## config.mk

```make
export PLATFORM = sky130hd
export DESIGN_NAME = figo_route_sequencer
export DESIGN_NICKNAME = d
export VERILOG_FILES = /design/src/rtl/figo_route_sequencer.sv
export SDC_FILE = /design/constraint.sdc
export NUM_CORES = 1
export LEC_CHECK = 0
export BUFFER_PORTS_ARGS = -buffer_cell sky130_fd_sc_hd__buf_2
export CAP_MARGIN = 20
export CORE_UTILIZATION = 35
export DETAILED_ROUTE_END_ITERATION = 8
export PLACE_DENSITY = 0.59
export SYNTH_ARGS = -nofsm -noshare
export SYNTH_HDL_FRONTEND = slang
export SYNTH_SLANG_ARGS = --single-unit
```

## constraint.sdc

```tcl
create_clock -name clk -period 6.6 [get_ports clk]
set_clock_uncertainty 0.1 [all_clocks]
set_input_delay 0.66 -clock clk [delete_from_list [all_inputs] [get_ports clk]]
set_output_delay 0.66 -clock clk [all_outputs]
set_load 0.02 [all_outputs]
```

## src/rtl/figo_route_sequencer.sv

```systemverilog
// figo_route_sequencer: steers the Figo rover along its 8-room Hamiltonian
// ring (0-1-2-3-4-6-5-7-0) to queued destination rooms, checking every
// step against the expected room and parking it in a self-looping room.
//
// state | meaning
// IDLE  | rover parked, waiting for a queued command
// ROUTE | stepping toward target_room
// PARK  | target reached in a non-park room, stepping on to a park room
// FAULT | step mismatch, step backstop or unparked idle; held until reset
module figo_route_sequencer #(
  parameter int FIFO_DEPTH = 4,
  parameter int LVL_W      = 3,
  parameter int MAX_STEPS  = 8
) (
  input  logic             clk,
  input  logic             reset,
  input  logic             cmd_valid,
  input  logic [2:0]       cmd_room,
  output logic             cmd_ready,
  input  logic [2:0]       room_fb,
  output logic             travel_out,
  output logic             busy,
  output logic             arrived,
  output logic             fault,
  output logic [2:0]       target_room,
  output logic [LVL_W-1:0] fifo_level
);

  localparam int PTR_W  = $clog2(FIFO_DEPTH);
  localparam int STEP_W = $clog2(MAX_STEPS + 1);

  localparam logic [1:0] IDLE  = 2'd0;
  localparam logic [1:0] ROUTE = 2'd1;
  localparam logic [1:0] PARK  = 2'd2;
  localparam logic [1:0] FAULT = 2'd3;

  logic [1:0]       state_q, state_d;
  logic [2:0]       mem [FIFO_DEPTH];
  logic [PTR_W-1:0] wr_ptr, rd_ptr;
  logic [2:0]       tgt_d, exp_q, exp_d;
  logic             chk_q, chk_d, arr_d, travel, pop, push, full, empty;
  logic [STEP_W-1:0] step_q, step_d;

  function automatic logic [2:0] succ(input logic [2:0] r);
    case (r)
      3'd0: succ = 3'd1;
      3'd1: succ = 3'd2;
      3'd2: succ = 3'd3;
      3'd3: succ = 3'd4;
      3'd4: succ = 3'd6;
      3'd6: succ = 3'd5;
      3'd5: succ = 3'd7;
      default: succ = 3'd0;
    endcase
  endfunction

  function automatic logic is_park(input logic [2:0] r);
    is_park = (r == 3'd0) || (r == 3'd2) || (r == 3'd4) || (r == 3'd7);
  endfunction

  // room 6 is the only room where the rover advances on a 0 input
  function automatic logic move_bit(input logic [2:0] r);
    move_bit = (r != 3'd6);
  endfunction

  assign full       = (fifo_level == LVL_W'(FIFO_DEPTH));
  assign empty      = (fifo_level == '0);
  assign fault      = (state_q == FAULT);
  assign busy       = (state_q != IDLE);
  assign cmd_ready  = !full && !fault;
  assign push       = cmd_valid && cmd_ready;
  assign travel_out = reset && travel;

  // next-state, Mealy travel bit and step checking
  always_comb begin
    state_d = state_q;
    travel  = 1'b0;
    pop     = 1'b0;
    tgt_d   = target_room;
    exp_d   = exp_q;
    chk_d   = chk_q;
    step_d  = step_q;
    arr_d   = 1'b0;
    case (state_q)
      IDLE: begin
        chk_d = 1'b0;
        if (!is_park(room_fb)) begin
          state_d = FAULT;
        end else if (!empty) begin
          pop     = 1'b1;
          tgt_d   = mem[rd_ptr];
          step_d  = '0;
          state_d = ROUTE;
        end
      end
      ROUTE: begin
        if (chk_q && (room_fb != exp_q)) begin
          state_d = FAULT;
        end else if (room_fb == target_room) begin
          arr_d = 1'b1;
          if (is_park(room_fb)) begin
            chk_d   = 1'b0;
            state_d = IDLE;
          end else begin
            travel  = move_bit(room_fb);
            exp_d   = succ(room_fb);
            chk_d   = 1'b1;
            state_d = PARK;
          end
        end else if (step_q >= STEP_W'(MAX_STEPS)) begin
          state_d = FAULT;
        end else begin
          travel = move_bit(room_fb);
          exp_d  = succ(room_fb);
          chk_d  = 1'b1;
          step_d = step_q + STEP_W'(1);
        end
      end
      PARK: begin
        if (chk_q && (room_fb != exp_q)) begin
          state_d = FAULT;
        end else if (is_park(room_fb)) begin
          chk_d   = 1'b0;
          state_d = IDLE;
        end else begin
          travel = move_bit(room_fb);
          exp_d  = succ(room_fb);
          chk_d  = 1'b1;
        end
      end
      default: state_d = FAULT;
    endcase
  end

  // FSM, step tracking and FIFO pointer registers
  always_ff @(posedge clk) begin
    if (!reset) begin
      state_q     <= IDLE;
      target_room <= '0;
      exp_q       <= '0;
      chk_q       <= 1'b0;
      step_q      <= '0;
      arrived     <= 1'b0;
      wr_ptr      <= '0;
      rd_ptr      <= '0;
      fifo_level  <= '0;
    end else begin
      state_q     <= state_d;
      target_room <= tgt_d;
      exp_q       <= exp_d;
      chk_q       <= chk_d;
      step_q      <= step_d;
      arrived     <= arr_d;
      if (push) wr_ptr <= wr_ptr + PTR_W'(1);
      if (pop)  rd_ptr <= rd_ptr + PTR_W'(1);
      case ({push, pop})
        2'b10:   fifo_level <= fifo_level + LVL_W'(1);
        2'b01:   fifo_level <= fifo_level - LVL_W'(1);
        default: fifo_level <= fifo_level;
      endcase
    end
  end

  // command storage; contents are don't-care until written
  always_ff @(posedge clk) begin
    if (push) mem[wr_ptr] <= cmd_room;
  end

endmodule

```

==> impl_metrics.json <==
{
  "hold_ws_ns": 0.417,
  "cts_setup_buffers": 0,
  "firstDrtPassIters": 4,
  "synth_top_family_by_area": "simple AND/OR/NAND/NOR gates",
  "synthArstFlopShare_pct": 0,
  "crit_top_cell": "buf_2",
  "vdd_drop_max_v": 0.000170,
  "finalHoldViolations": 0,
  "ys.flop_type": "dfxtp_1",
  "dpl.hpwl_mm": 2.57,
  "dp_slack_ns": 3.18,
  "route.detailed.drc": 0,
  "slowest_stage": "nor3_2",
  "layout.area.seq_sq_um": 781,
  "reg2reg_slack_ns": 3.96,
  "use_met3_pct": 2.99,
  "drv_cap": 0,
  "hold_class": "reg -> reg",
  "clock.fmax_mhz": 289,
  "synth_compound_area_share_pct": 14.9,
  "hold_path_depth": 2,
  "status": "completed",
  "syn_to_final_growth_pct": 10.5,
  "yosysSeqAreaShare_pct": 40.3,
  "die_x_microns": 76.4,
  "ys_types": 56,
  "port_buffers": 19,
  "synth_enable_flop_cells": 12,
  "crit_arrival_ns": 2.70,
  "synthMuxAreaShare_pct": 6.59,
  "layout_commonest_cell": "dfxtp_1",
  "ant_nets": 0,
  "core_area_sq_mm": 0.00520,
  "worstReg2RegStart": "fifo_level[0]",
  "tns_ns": 0,
  "slew_violations": 0,
  "met1_usage_pct": 17.5,
  "crit_path_cell_trace": "buf_2 > xor2_1 > nor3_2 > nand2b_1 > a32oi_1 > nor4b_1 > buf_2",
  "postCtsHoldBufs": 0,
  "antenna_found_initial": 0,
  "synthCells": 176,
  "yosys.area_share.simple_pct": 17.8,
  "cts_buffer_depth": 2,
  "reg2reg_depth": 7,
  "p_leak_uw": 0.000830,
  "die_h_microns": 76.4,
  "path_delay_family": "simple AND/OR/NAND/NOR gates",
  "finalSetupViolations": 0,
  "min_from": "exp_q[1]",
  "synth_warnings": 0,
  "syn_area_per_cell_sq_um": 11.0,
  "cellPowerDensity_mw_per_mm2": 369,
  "post_cts_resized": 0,
  "grt-busiest-layer": "met2",
  "wl_per_cell_microns": 13.0,
  "grt_usage_pct": 13.0,
  "synthAdderAreaFrac_pct": 8.14,
  "fill_cells": 524,
  "r2r_end": "fifo_level[2]",
  "routed_wl_mm": 3.42,
  "drive_gt1_share_pct": 22.3,
  "max_stage_delay_ns": 0.76,
  "overflow": 0,
  "viasPerCell": 4.94,
  "end_kind": "output pin",
  "syn_area_sq_mm": 0.00194,
  "via_count": 1299,
  "tightest_slew_ns": 0.902,
  "hold_path_end": "exp_q[1]",
  "final_cell_mix": "dfxtp_1, buf_2, edfxtp_1",
  "grt_pass1_wl_mm": 6.15,
  "yosys_register_bits": 33,
  "worst-path-buf-inv": 2,
  "multiInputGateArea_sq_mm": 0.00105,
  "cts_root_buf": "clkbuf_8",
  "dieArea_sq_mm": 0.00584,
  "path_class": "in -> out",
  "synth_nets": 197,
  "period_needed_ns": 3.46,
  "start_util_pct": 37.2,
  "final.period_utilization_pct": 52.4,
  "slew_headroom_pct": 39.5,
  "cts_buffers": 5,
  "h-tree-depth": 2,
  "rows": 26,
  "worst-path-max-fanout": 11,
  "numClockSinks": 33,
  "crit_required_ns": 5.84,
  "initialDrtViolationCount": 46,
  "path_clk_slew_ns": 0.06,
  "rsz0062_at_grt": "no",
  "cp-start-kind": "input port",
  "fin_nets": 213,
  "gp_congestion": 0.739,
  "pin_count": 20,
  "final.setup.worst_slack_ns": 3.14,
  "diodes": 0,
  "grt_start_max_net_pins": 23,
  "insertion_delay_ns": 0.28,
  "synth_xor_area_share_pct": 6.85,
  "cts_tree": "done",
  "grtUsageMet2_pct": 20.5,
  "grt_pass1_vias": 1251
}
worst min-delay path: stages (launching register included):
cell and delay (ns):
dfxtp_1 0.32, o211ai_1 0.09, nand2_1 0.06
synth_stat cells (all sizes together), types with 6 or more instances:
library cell | count | area share (%)
xnor2 | 6 | 2.7
dfxtp | 21 | 22
and2 | 6 | 1.9
xor2 | 7 | 4.1
o21ai | 6 | 1.7
nand2 | 10 | 1.9
inv | 11 | 2.1
mux2i | 6 | 3.1
buf | 6 | 2.6
nor2 | 6 | 1.3
edfxtp | 12 | 19
ha | 11 | 7.1
nor2b | 6 | 1.9
cell families (layout without fill, tap and decap cells):
group,Yosys count,count (layout)
flip-flops,33,33
XOR/XNOR,13,13
buffers and inverters,21,38
adder cells (fa/ha/maj),12,12
AND/OR/NAND/NOR,54,54
multiplexers,9,9
AO/OA/AOI/OAI,34,34
final cells by class:
cell class                 instances  area share, %
multi-input combinational        122           49.0
sequential                        33           36.5
clock inverter                     3          0.818
inverter                          11           1.93
tap                               70           4.09
clock buffer                       5           3.21
timing repair buffer              19           4.44
per-layer routing:
| metal | share of wire [%] | vias to the layer above |
|---|---|---|
| met3 | 2.7 | 7 |
| met2 | 47 | 15 |
| li1 | - | 671 |
| met1 | 49 | 606 |
| met5 | 0 | - |
| met4 | 1.1 | 0 |
worst max-delay path by stage:
stage,from,end,cells after the start,slack (ns)
after floorplan,room_fb[0],travel_out,7,3.48
after global placement,room_fb[0],travel_out,7,3.29
after detailed placement,room_fb[0],travel_out,7,3.18
after CTS,room_fb[0],travel_out,7,3.18
after global routing,room_fb[0],travel_out,7,2.98
final,room_fb[0],travel_out,7,3.14
stage by stage:
step	util (%)	instances	power, uW	area [sq um]
after global placement	39.5	255	649	2050
after detailed placement	39.5	255	650	2050
final	41.1	263	791	2140
after floorplan	-	176	576	1940
after global routing	41.1	263	851	2140
after CTS	41.1	263	800	2140
state kept, by name, summed over array words and instances, names as in the netlist:
register and count:
mem 12, step_q 4, exp_q 3, fifo_level 3, target_room 3, rd_ptr 2, state_q 2, wr_ptr 2
arrived 1, chk_q 1
where the power goes:
part	internal, uW	switching [uW]	total [uW]	leakage [uW]
Combinational	151	198	349	0.000503
Sequential	253	40.1	293	0.000281
Clock	72.8	75.9	149	0.0000455
Note: power is estimated with default switching activity, not from simulation.
